File: config.mk
export PLATFORM = sky130hd
export DESIGN_NAME = ls_arbiter
export DESIGN_NICKNAME = d
export VERILOG_FILES = /design/src/rtl/ls_arbiter_pkg.sv /design/src/rtl/ls_word_select.sv /design/src/rtl/ls_arbiter.sv
export SDC_FILE = /design/constraint.sdc
export NUM_CORES = 1
export LEC_CHECK = 0
export ABC_AREA = 1
export CELL_PAD_IN_SITES_DETAIL_PLACEMENT = 0
export CELL_PAD_IN_SITES_GLOBAL_PLACEMENT = 2
export CORE_AREA = 2 2 361 363
export DETAILED_ROUTE_END_ITERATION = 8
export DIE_AREA = 0 0 363 365
export PLACE_DENSITY = 0.57
export SYNTH_ARGS = -nofsm -noshare
export SYNTH_HDL_FRONTEND = slang
export SYNTH_SLANG_ARGS = --single-unit
File: constraint.sdc
create_clock -name clk -period 3.8 [get_ports clk]
set_input_delay 1.14 -clock clk [delete_from_list [all_inputs] [get_ports clk]]
set_output_delay 1.14 -clock clk [all_outputs]
set_load 0.01 [all_outputs]
File: src/rtl/ls_arbiter_pkg.sv
`default_nettype none
// ============================================================================
// Module      : ls_arbiter_pkg
// Description : Shared types for the local-store arbiter: requester tags
//               that mark who owns the read data returning next cycle, the
//               arbiter FSM states, and the address bit that selects the
//               code or data partition.
// Revision    : 1.0 - initial release
// ============================================================================
package ls_arbiter_pkg;

    typedef enum logic [1:0] {
        TAG_NONE = 2'd0,
        TAG_LSU  = 2'd1,
        TAG_DMA  = 2'd2,
        TAG_IF   = 2'd3
    } tag_t;

    typedef enum logic [0:0] {
        ST_IDLE  = 1'b0,
        ST_BURST = 1'b1
    } state_t;

    // Big-endian bit 13 of the byte address: 0 = code, 1 = data partition.
    localparam int c_part_bit = 13;

endpackage
`default_nettype wire

File: src/rtl/ls_word_select.sv
`default_nettype none
// ============================================================================
// Module      : ls_word_select
// Description : Extracts one 32-bit instruction word from a 128-bit
//               local-store line. Offset 0 is the leftmost (bits 0:31) word.
// Ports       : line - 128-bit line, big-endian numbering
//               off  - word offset within the line (addr bits 28:29)
//               word - selected 32-bit word
// Revision    : 1.0 - initial release
// ============================================================================
module ls_word_select (
    input  logic [0:127] line,
    input  logic [1:0]   off,
    output logic [0:31]  word
);

    always_comb begin
        word = line[0:31];
        case (off)
            2'b00:   word = line[0:31];
            2'b01:   word = line[32:63];
            2'b10:   word = line[64:95];
            2'b11:   word = line[96:127];
            default: word = line[0:31];
        endcase
    end

endmodule
`default_nettype wire

File: src/rtl/ls_arbiter.sv
`default_nettype none
// ============================================================================
// Module      : ls_arbiter
// Description : Single-port local-store arbiter for the LSU, the DMA engine
//               and instruction fetch. One access per cycle, read data one
//               cycle after grant, atomic DMA bursts, aging for IF, and
//               write protection of the code partition.
// Ports       : clk/rst                      - clock, async active-high reset
//               lsu_*                        - load/store unit port
//               dma_*                        - DMA burst port
//               if_*                         - instruction fetch port
//               mem_en/we/idx/wdata/rdata    - local-store array interface
//               wr_viol                      - dropped code-partition write
// Revision    : 1.0 - initial release
// ============================================================================
module ls_arbiter
    import ls_arbiter_pkg::*;
#(
    parameter int ADDR_W       = 32,
    parameter int IDX_LO       = 14,
    parameter int MAX_BURST    = 8,
    parameter int STARVE_LIMIT = 15
) (
    input  logic              clk,
    input  logic              rst,
    input  logic              lsu_req,
    input  logic              lsu_we,
    input  logic [0:ADDR_W-1] lsu_addr,
    input  logic [0:127]      lsu_wdata,
    output logic              lsu_gnt,
    output logic              lsu_rvalid,
    output logic [0:127]      lsu_rdata,
    input  logic              dma_req,
    input  logic              dma_we,
    input  logic [0:ADDR_W-1] dma_addr,
    input  logic [0:3]        dma_len,
    input  logic [0:127]      dma_wdata,
    output logic              dma_gnt,
    output logic              dma_beat,
    output logic              dma_rvalid,
    output logic [0:127]      dma_rdata,
    output logic              dma_done,
    input  logic              if_req,
    input  logic [0:ADDR_W-1] if_addr,
    output logic              if_gnt,
    output logic              if_rvalid,
    output logic [0:31]       if_inst,
    output logic              mem_en,
    output logic              mem_we,
    output logic [IDX_LO:27]  mem_idx,
    output logic [0:127]      mem_wdata,
    input  logic [0:127]      mem_rdata,
    output logic              wr_viol
);

    localparam int                 c_cnt_w      = $clog2(STARVE_LIMIT + 1);
    localparam logic [c_cnt_w-1:0] c_starve_max = c_cnt_w'(STARVE_LIMIT);
    localparam logic [3:0]         c_max_len    = 4'(MAX_BURST);

    state_t              r_state;
    state_t              w_state_nxt;
    logic [0:ADDR_W-1]   r_burst_addr;
    logic [3:0]          r_burst_rem;
    logic                r_burst_we;
    logic [c_cnt_w-1:0]  r_starve_cnt;
    tag_t                r_tag;
    tag_t                w_tag_nxt;
    logic [1:0]          r_if_off;

    logic [3:0]          w_len;
    logic                w_starved;
    logic [0:ADDR_W-1]   w_addr;
    logic                w_write;
    logic [0:31]         w_word;
    logic                w_unused_bits;

    // Burst length after clamping: 0 means a single beat.
    always_comb begin
        w_len = dma_len;
        if (dma_len == 4'd0) begin
            w_len = 4'd1;
        end else if (dma_len > c_max_len) begin
            w_len = c_max_len;
        end
    end

    assign w_starved = (r_starve_cnt >= c_starve_max);

    // Grant selection, array drive and next state. Everything is forced low
    // while rst is high so outputs drop at once, not at the next edge.
    always_comb begin
        w_state_nxt = r_state;
        w_tag_nxt   = TAG_NONE;
        w_addr      = '0;
        w_write     = 1'b0;
        lsu_gnt     = 1'b0;
        dma_gnt     = 1'b0;
        dma_beat    = 1'b0;
        dma_done    = 1'b0;
        if_gnt      = 1'b0;
        mem_en      = 1'b0;
        mem_wdata   = '0;
        if (!rst) begin
            case (r_state)
                ST_IDLE: begin
                    if (if_req && w_starved) begin
                        if_gnt    = 1'b1;
                        w_addr    = if_addr;
                        w_tag_nxt = TAG_IF;
                    end else if (lsu_req) begin
                        lsu_gnt   = 1'b1;
                        w_addr    = lsu_addr;
                        w_write   = lsu_we;
                        mem_wdata = lsu_wdata;
                        w_tag_nxt = lsu_we ? TAG_NONE : TAG_LSU;
                    end else if (dma_req) begin
                        dma_gnt   = 1'b1;
                        dma_beat  = 1'b1;
                        w_addr    = dma_addr;
                        w_write   = dma_we;
                        mem_wdata = dma_wdata;
                        w_tag_nxt = dma_we ? TAG_NONE : TAG_DMA;
                        if (w_len == 4'd1) begin
                            dma_done = 1'b1;
                        end else begin
                            w_state_nxt = ST_BURST;
                        end
                    end else if (if_req) begin
                        if_gnt    = 1'b1;
                        w_addr    = if_addr;
                        w_tag_nxt = TAG_IF;
                    end
                end
                ST_BURST: begin
                    dma_beat  = 1'b1;
                    w_addr    = r_burst_addr;
                    w_write   = r_burst_we;
                    mem_wdata = dma_wdata;
                    w_tag_nxt = r_burst_we ? TAG_NONE : TAG_DMA;
                    if (r_burst_rem == 4'd1) begin
                        dma_done    = 1'b1;
                        w_state_nxt = ST_IDLE;
                    end
                end
                default: w_state_nxt = ST_IDLE;
            endcase
            mem_en = lsu_gnt | dma_beat | if_gnt;
        end
        // A write aimed at the code partition still takes its slot but the
        // array write strobe is suppressed.
        mem_we  = w_write &  w_addr[c_part_bit];
        wr_viol = w_write & ~w_addr[c_part_bit];
        mem_idx = w_addr[IDX_LO:27];
    end

    assign w_unused_bits = ^{w_addr[0:c_part_bit-1], w_addr[28:ADDR_W-1]};

    always_ff @(posedge clk or posedge rst) begin
        if (rst) begin
            r_state <= ST_IDLE;
        end else begin
            r_state <= w_state_nxt;
        end
    end

    always_ff @(posedge clk or posedge rst) begin
        if (rst) begin
            r_burst_addr <= '0;
            r_burst_rem  <= '0;
            r_burst_we   <= 1'b0;
            r_starve_cnt <= '0;
            r_tag        <= TAG_NONE;
            r_if_off     <= 2'b00;
        end else begin
            r_tag <= w_tag_nxt;
            // The first beat goes out with the grant; the counter holds the
            // beats still to be issued from BURST.
            if (dma_gnt) begin
                r_burst_addr <= dma_addr + ADDR_W'(16);
                r_burst_rem  <= w_len - 4'd1;
                r_burst_we   <= dma_we;
            end else if (dma_beat) begin
                r_burst_addr <= r_burst_addr + ADDR_W'(16);
                r_burst_rem  <= r_burst_rem - 4'd1;
            end
            if (if_gnt) begin
                r_if_off <= if_addr[28:29];
            end
            if (if_req && !if_gnt) begin
                if (r_starve_cnt < c_starve_max) begin
                    r_starve_cnt <= r_starve_cnt + c_cnt_w'(1);
                end
            end else begin
                r_starve_cnt <= '0;
            end
        end
    end

    ls_word_select u_word_select (
        .line (mem_rdata),
        .off  (r_if_off),
        .word (w_word)
    );

    assign lsu_rvalid = (r_tag == TAG_LSU);
    assign dma_rvalid = (r_tag == TAG_DMA);
    assign if_rvalid  = (r_tag == TAG_IF);
    assign lsu_rdata  = lsu_rvalid ? mem_rdata : '0;
    assign dma_rdata  = dma_rvalid ? mem_rdata : '0;
    assign if_inst    = if_rvalid  ? w_word    : '0;

endmodule
`default_nettype wire

-- Word-level counts from Yosys, hierarchy flattened
Index checks and enable logic that the tools add are counted.
- register bits: 46
- equality and inequality tests: 9
- magnitude comparators: 3
- bitwise operators: 6
- reductions and logical operators: 6
- muxes and demuxes: 71
- $add $sub $neg: 5
- operators with widths (cell ; number):
    two-way mux 128 bit ; 6
    one-hot mux 128 bit (2 select lines) ; 1
    one-hot mux 32 bit (4 select lines) ; 1
    two-way mux 32 bit ; 3
    two-way mux 19 bit ; 5
    adder 32 x 5 -> 32 bit (second input constant) ; 2
    one-hot mux 19 bit (2 select lines) ; 1
    two-way mux 1 bit ; 36
    two-way mux 4 bit ; 6
    two-way mux 2 bit ; 7
    == test 2 bit (second input constant) ; 4
    == test 4 x 1 -> 1 bit (second input constant) ; 2
    one-hot mux 1 bit (2 select lines) ; 4
    subtractor 4 x 1 -> 4 bit (second input constant) ; 2
    adder 4 x 1 -> 4 bit (second input constant) ; 1
    == test 2 x 1 -> 1 bit (second input constant) ; 2
    greater-or-equal comparator 4 bit (second input constant) ; 1
    greater-than comparator 4 bit (second input constant) ; 1
    logical NOT 4 bit ; 1
    < comparator 4 bit (second input constant) ; 1
    one-hot mux 2 bit (2 select lines) ; 1
    AND 1 bit ; 2
    logical AND 1 bit ; 2
    logical NOT 2 bit ; 1
    5 further kinds ; 7

-- Logic depth before layout (Yosys ltp)
Gate-level depths: netlist (run 1).
- word-level depth: 10
- mapped depth: 16
- mapped depth without buffers: 15

-- Cells and area by module
Synthesis (run 1) repeated with hierarchy kept, for this count alone.
- cells, all modules: 1271
- area total of the unflattened synthesis: 6885.4 sq um
- modules (own cells, without submodules) (module ; times used ; area an instance (sq um) ; cells each):
    ls_arbiter ; 1 ; 5806.8 ; 1085
    ls_word_select ; 1 ; 1078.5 ; 186

-- Worst setup path after synthesis (run 1)
OpenSTA, ideal clock, no wires.
- path kind: input port to output port
- from: in rst
- to: out mem_idx[15] (netlist bit)
- required time: 2.660 ns
- arrival: 2.652 ns
- stages: 4
- path slack: 0.008 ns
- path buffers: 1
- cell sequence: inv_1 -> clkbuf_1 -> o211ai_1 -> inv_1
- longest elaborated chain between the ends: 1
- RTL lines (item ; RTL line ; text):
    from (decl) ; ls_arbiter.sv:25 ; input logic rst,
    two-way mux 19 bit ; ls_arbiter.sv:103 ; if (!rst) begin
    to (decl) ; ls_arbiter.sv:50 ; output logic [IDX_LO:27] mem_idx,
Every way passes these cells.

-- Worst setup path in the final report (run 1)
- from: in dma_req
- to: out mem_wdata[96] (netlist bit)
- longest elaborated chain between the ends: 5
- RTL lines (item ; RTL line ; text):
    from (decl) ; ls_arbiter.sv:33 ; input logic dma_req,
    two-way mux 128 bit ; ls_arbiter.sv:116 ; end else if (dma_req) begin
    two-way mux 128 bit ; ls_arbiter.sv:110 ; end else if (lsu_req) begin
    two-way mux 128 bit ; ls_arbiter.sv:106 ; if (if_req && w_starved) begin
    one-hot mux 128 bit (2 select lines) ; ls_arbiter.sv:104 ; case (r_state)
    two-way mux 128 bit ; ls_arbiter.sv:103 ;
    to (decl) ; ls_arbiter.sv:51 ; output logic [0:127] mem_wdata,
Every way passes these cells.

==> results of run 1 <==
## cells by family after synthesis
group	Yosys count
xor+xnor	3
simple gates	521
buf+inv	297
flops	29
fa+ha+maj	6
compound gates	266
## registers in the layout, indices dropped and copies added (netlist names)
name          count
r_burst_we        1
r_burst_addr     15
r_if_off          2
r_state           1
r_starve_cnt      4
r_tag             2
r_burst_rem       4
## cell usage after synthesis (all sizes together)
library cell / count / area share
a211oi: 1 / 0.0012
a21oi: 16 / 0.013
a221oi: 62 / 0.086
a22o: 128 / 0.18
a31oi: 13 / 0.013
a32oi: 1 / 0.0014
a41oi: 1 / 0.0014
buf: 38 / 0.035
clkbuf: 58 / 0.035
dfrtp: 29 / 0.12
ha: 6 / 0.012
inv: 201 / 0.12
nand2: 162 / 0.10
nand3: 45 / 0.038
nand4: 19 / 0.019
nor2: 290 / 0.18
nor3: 4 / 0.0032
o2111ai: 5 / 0.0070
o211ai: 9 / 0.011
o21ai: 28 / 0.023
o31ai: 1 / 0.0012
o32ai: 1 / 0.0014
or2: 1 / 0.00099
xnor2: 1 / 0.0014
xor2: 2 / 0.0028
## what timing repair did
action,CTS,global route
setup buffers,50,7
pin swaps,45,29
resized for setup,544,40
cloned,16,0
setup endpoints to repair,180,112
## critical path, cell delays in order
cell and delay, ns:
buf_4 0.13, inv_4 0.08, nor2_8 0.04, nand2_4 0.07, inv_4 0.04, nor2_4 0.11, nor2_4 0.05, buf_12 0.14
buf_12 0.13, buf_8 0.12, buf_6 0.11, buf_12 0.12, buf_6 0.11, a22o_4 0.22, buf_6 0.13
## how the worst max path moves through the flow
stage                         end  slack (ns)  startpoint  depth (start not counted)
global placement    mem_wdata[64]       -0.82     lsu_req                          8
global route        mem_wdata[96]       -0.15      if_req                         16
finish              mem_wdata[96]       -0.10     dma_req                         15
detailed placement  mem_wdata[64]       -0.82     lsu_req                          8
CTS                 mem_wdata[96]       -0.14      if_req                         16
floorplan             mem_idx[15]       0.008         rst                          4
## layer usage
metal | share of wire | GRT usage | up-vias
li1 | - | - | 5877
met1 | 0.45 | 0.186 | 5850
met2 | 0.46 | 0.233 | 601
met3 | 0.076 | 0.0396 | 86
met4 | 0.013 | 0.0145 | 24
met5 | 0.0014 | 0 | -
## power groups by stage
stage / combinational, W / sequential (W) / clock [W]
2_1_floorplan: 0.00217 / 0.000490 / 0
3_3_place_gp: 0.00612 / 0.000544 / 0
4_1_cts: 0.00667 / 0.000541 / 0.000406
5_1_grt: 0.00700 / 0.000557 / 0.000419
3_5_place_dp: 0.00610 / 0.000546 / 0
6_report: 0.00653 / 0.000536 / 0.000390
## stage by stage
stage               setup slack [ns]  instance area (um^2)  cells  power, W  hold slack, ns
global route                  -0.149                 20800   3858   0.00797           0.530
detailed placement            -0.820                 19200   3788   0.00665           0.465
finish                        -0.103                 20800   3859   0.00746           0.477
global placement              -0.822                 19200   3788   0.00666           0.467
floorplan                    0.00773                  6290   1122   0.00266           0.449
CTS                           -0.143                 20800   3859   0.00762           0.482
## area by class of cell
cell class                 count  area [um^2]  area share
antenna                        1         2.50    0.000121
clock buffer                   6          129     0.00621
clock inverter                 2         10.0    0.000482
inverter                     201          771      0.0371
multi-input combinational    796         4970       0.240
sequential                    29          727      0.0350
tap                         1675         2100       0.101
timing repair buffer        1149        12000       0.580
==> impl_metrics.ini, run 1 <==
[clock_tree]
htree_levels = 2
clockBufferDepth = 2
cts_buffers = 5
path_clk_slew_ns = 0.06
cts_hold_buf = 0
cts_tree = built
cts.sinks = 29
insertion_delay_ns = 0.28
root_buffer = clkbuf_16

[logic_synthesis]
syn_area_um2 = 6290
synth.distinct_cells = 37
synthAdderAreaFrac = 0.0119
syn_inst = 1122
syn-num-nets = 1619
synth_compound_area_frac = 0.337
synth.mux.area_fraction = 0
synth_simple_gate_area_frac = 0.342
synth_warnings = 0
ys_seq_area_frac = 0.115
ys_ff_latch = 29
synth-xor-area-share = 0.00417
postSynthAreaPerCell_um2 = 5.61
synth_top_family_by_area = simple AND/OR/NAND/NOR gates

[grt]
antenna_found_initial = 35
grt_pass1_wl_um = 125000
grt_overflow = 0
grt_max_degree = 58
grtUsageTotal = 0.140
grt_pass1_vias = 12600

[hold_path]
hp-start = r_burst_addr[13]$_DFFE_PP0P_
worst_hold_path_type = reg -> reg
hold_path_depth = 2
min_to = r_burst_addr[13]$_DFFE_PP0P_

[sta]
grt_setup_unrepaired = true
slew_violations = 0
finClkSkew_ns = 0.00943
finalCritPeriodShare = 1.03
setup_viol = 25
setup_tns_ns = -0.842
max_slew_margin = 0.610
fin_ws_ns = -0.103
worst_slew_pin_slew_ns = 0.584
hold_violations = 0
min_period_ns = 3.90
fmax_ghz = 0.256

[floorplan]
die_y_um = 365
die_area_um2 = 132000
initial_core_util = 0.0489
core_um2 = 129000
placementRows = 132
ios = 932
die_w_um = 363

[power_and_ir_drop]
clockPowerShare = 0.052
seqPwrFrac = 0.072
switching_share = 0.485
leakage_nw = 9.29
p_switching_w = 0.00362
power.internal_w = 0.00384
combPwrFrac = 0.876
ir_worst_vdd_mv = 0.163
p_per_area_nw_per_um2 = 359

[status]
failed_checks = setup timing
outcome = complete, but fails checks

[place]
dp_hpwl_um = 87400
port_buffers = 882
gpl.final_weighted_congestion = 0.846

[worst_setup_path]
path_class = in -> out
r2r_cells = 19
worst-r2r-setup-slack_ns = 0.82
crit_path_end_kind = output port
cp.required_ns = 2.66
critPathLaunchType = primary input
worstPathMaxFanout = 6
arrival_ns = 2.76
rr_endpoint = r_burst_rem[1]$_DFFE_PP0P_
r2r-start = r_starve_cnt[0]$_DFFE_PP0P_

[routing]
routed_wl_um = 99200
drtIter0Drc = 708
drtPass1Iterations = 5
ant_nets = 0
wl_per_cell_um = 25.7
vias = 12400
avgViaCountPerCell = 3.22
drc = 0

[finish]
area_growth_pct = 230
nets = 2679
layout_common_cells = 655 x clkdlybuf4s50_1, 276 x nor2_1, 208 x buf_4
mostFrequentLayoutCell = clkdlybuf4s50_1
fin_util = 0.161
drive_gt1_frac = 0.251
nFillCells = 14700

[flow_run]
drv_cap = 0
No activity file was read; power rests on OpenSTA's default activity.
==> run 2, diff against run 1 <==
--- a/config.mk
+++ b/config.mk
@@ -12,6 +12,7 @@
 export DETAILED_ROUTE_END_ITERATION = 8
 export DIE_AREA = 0 0 363 365
 export PLACE_DENSITY = 0.57
+export SLEW_MARGIN = 20
 export SYNTH_ARGS = -nofsm -noshare
 export SYNTH_HDL_FRONTEND = slang
 export SYNTH_SLANG_ARGS = --single-unit
==> results of run 2 <==
Final layout, timing and power as in run 1 (identical DEF).
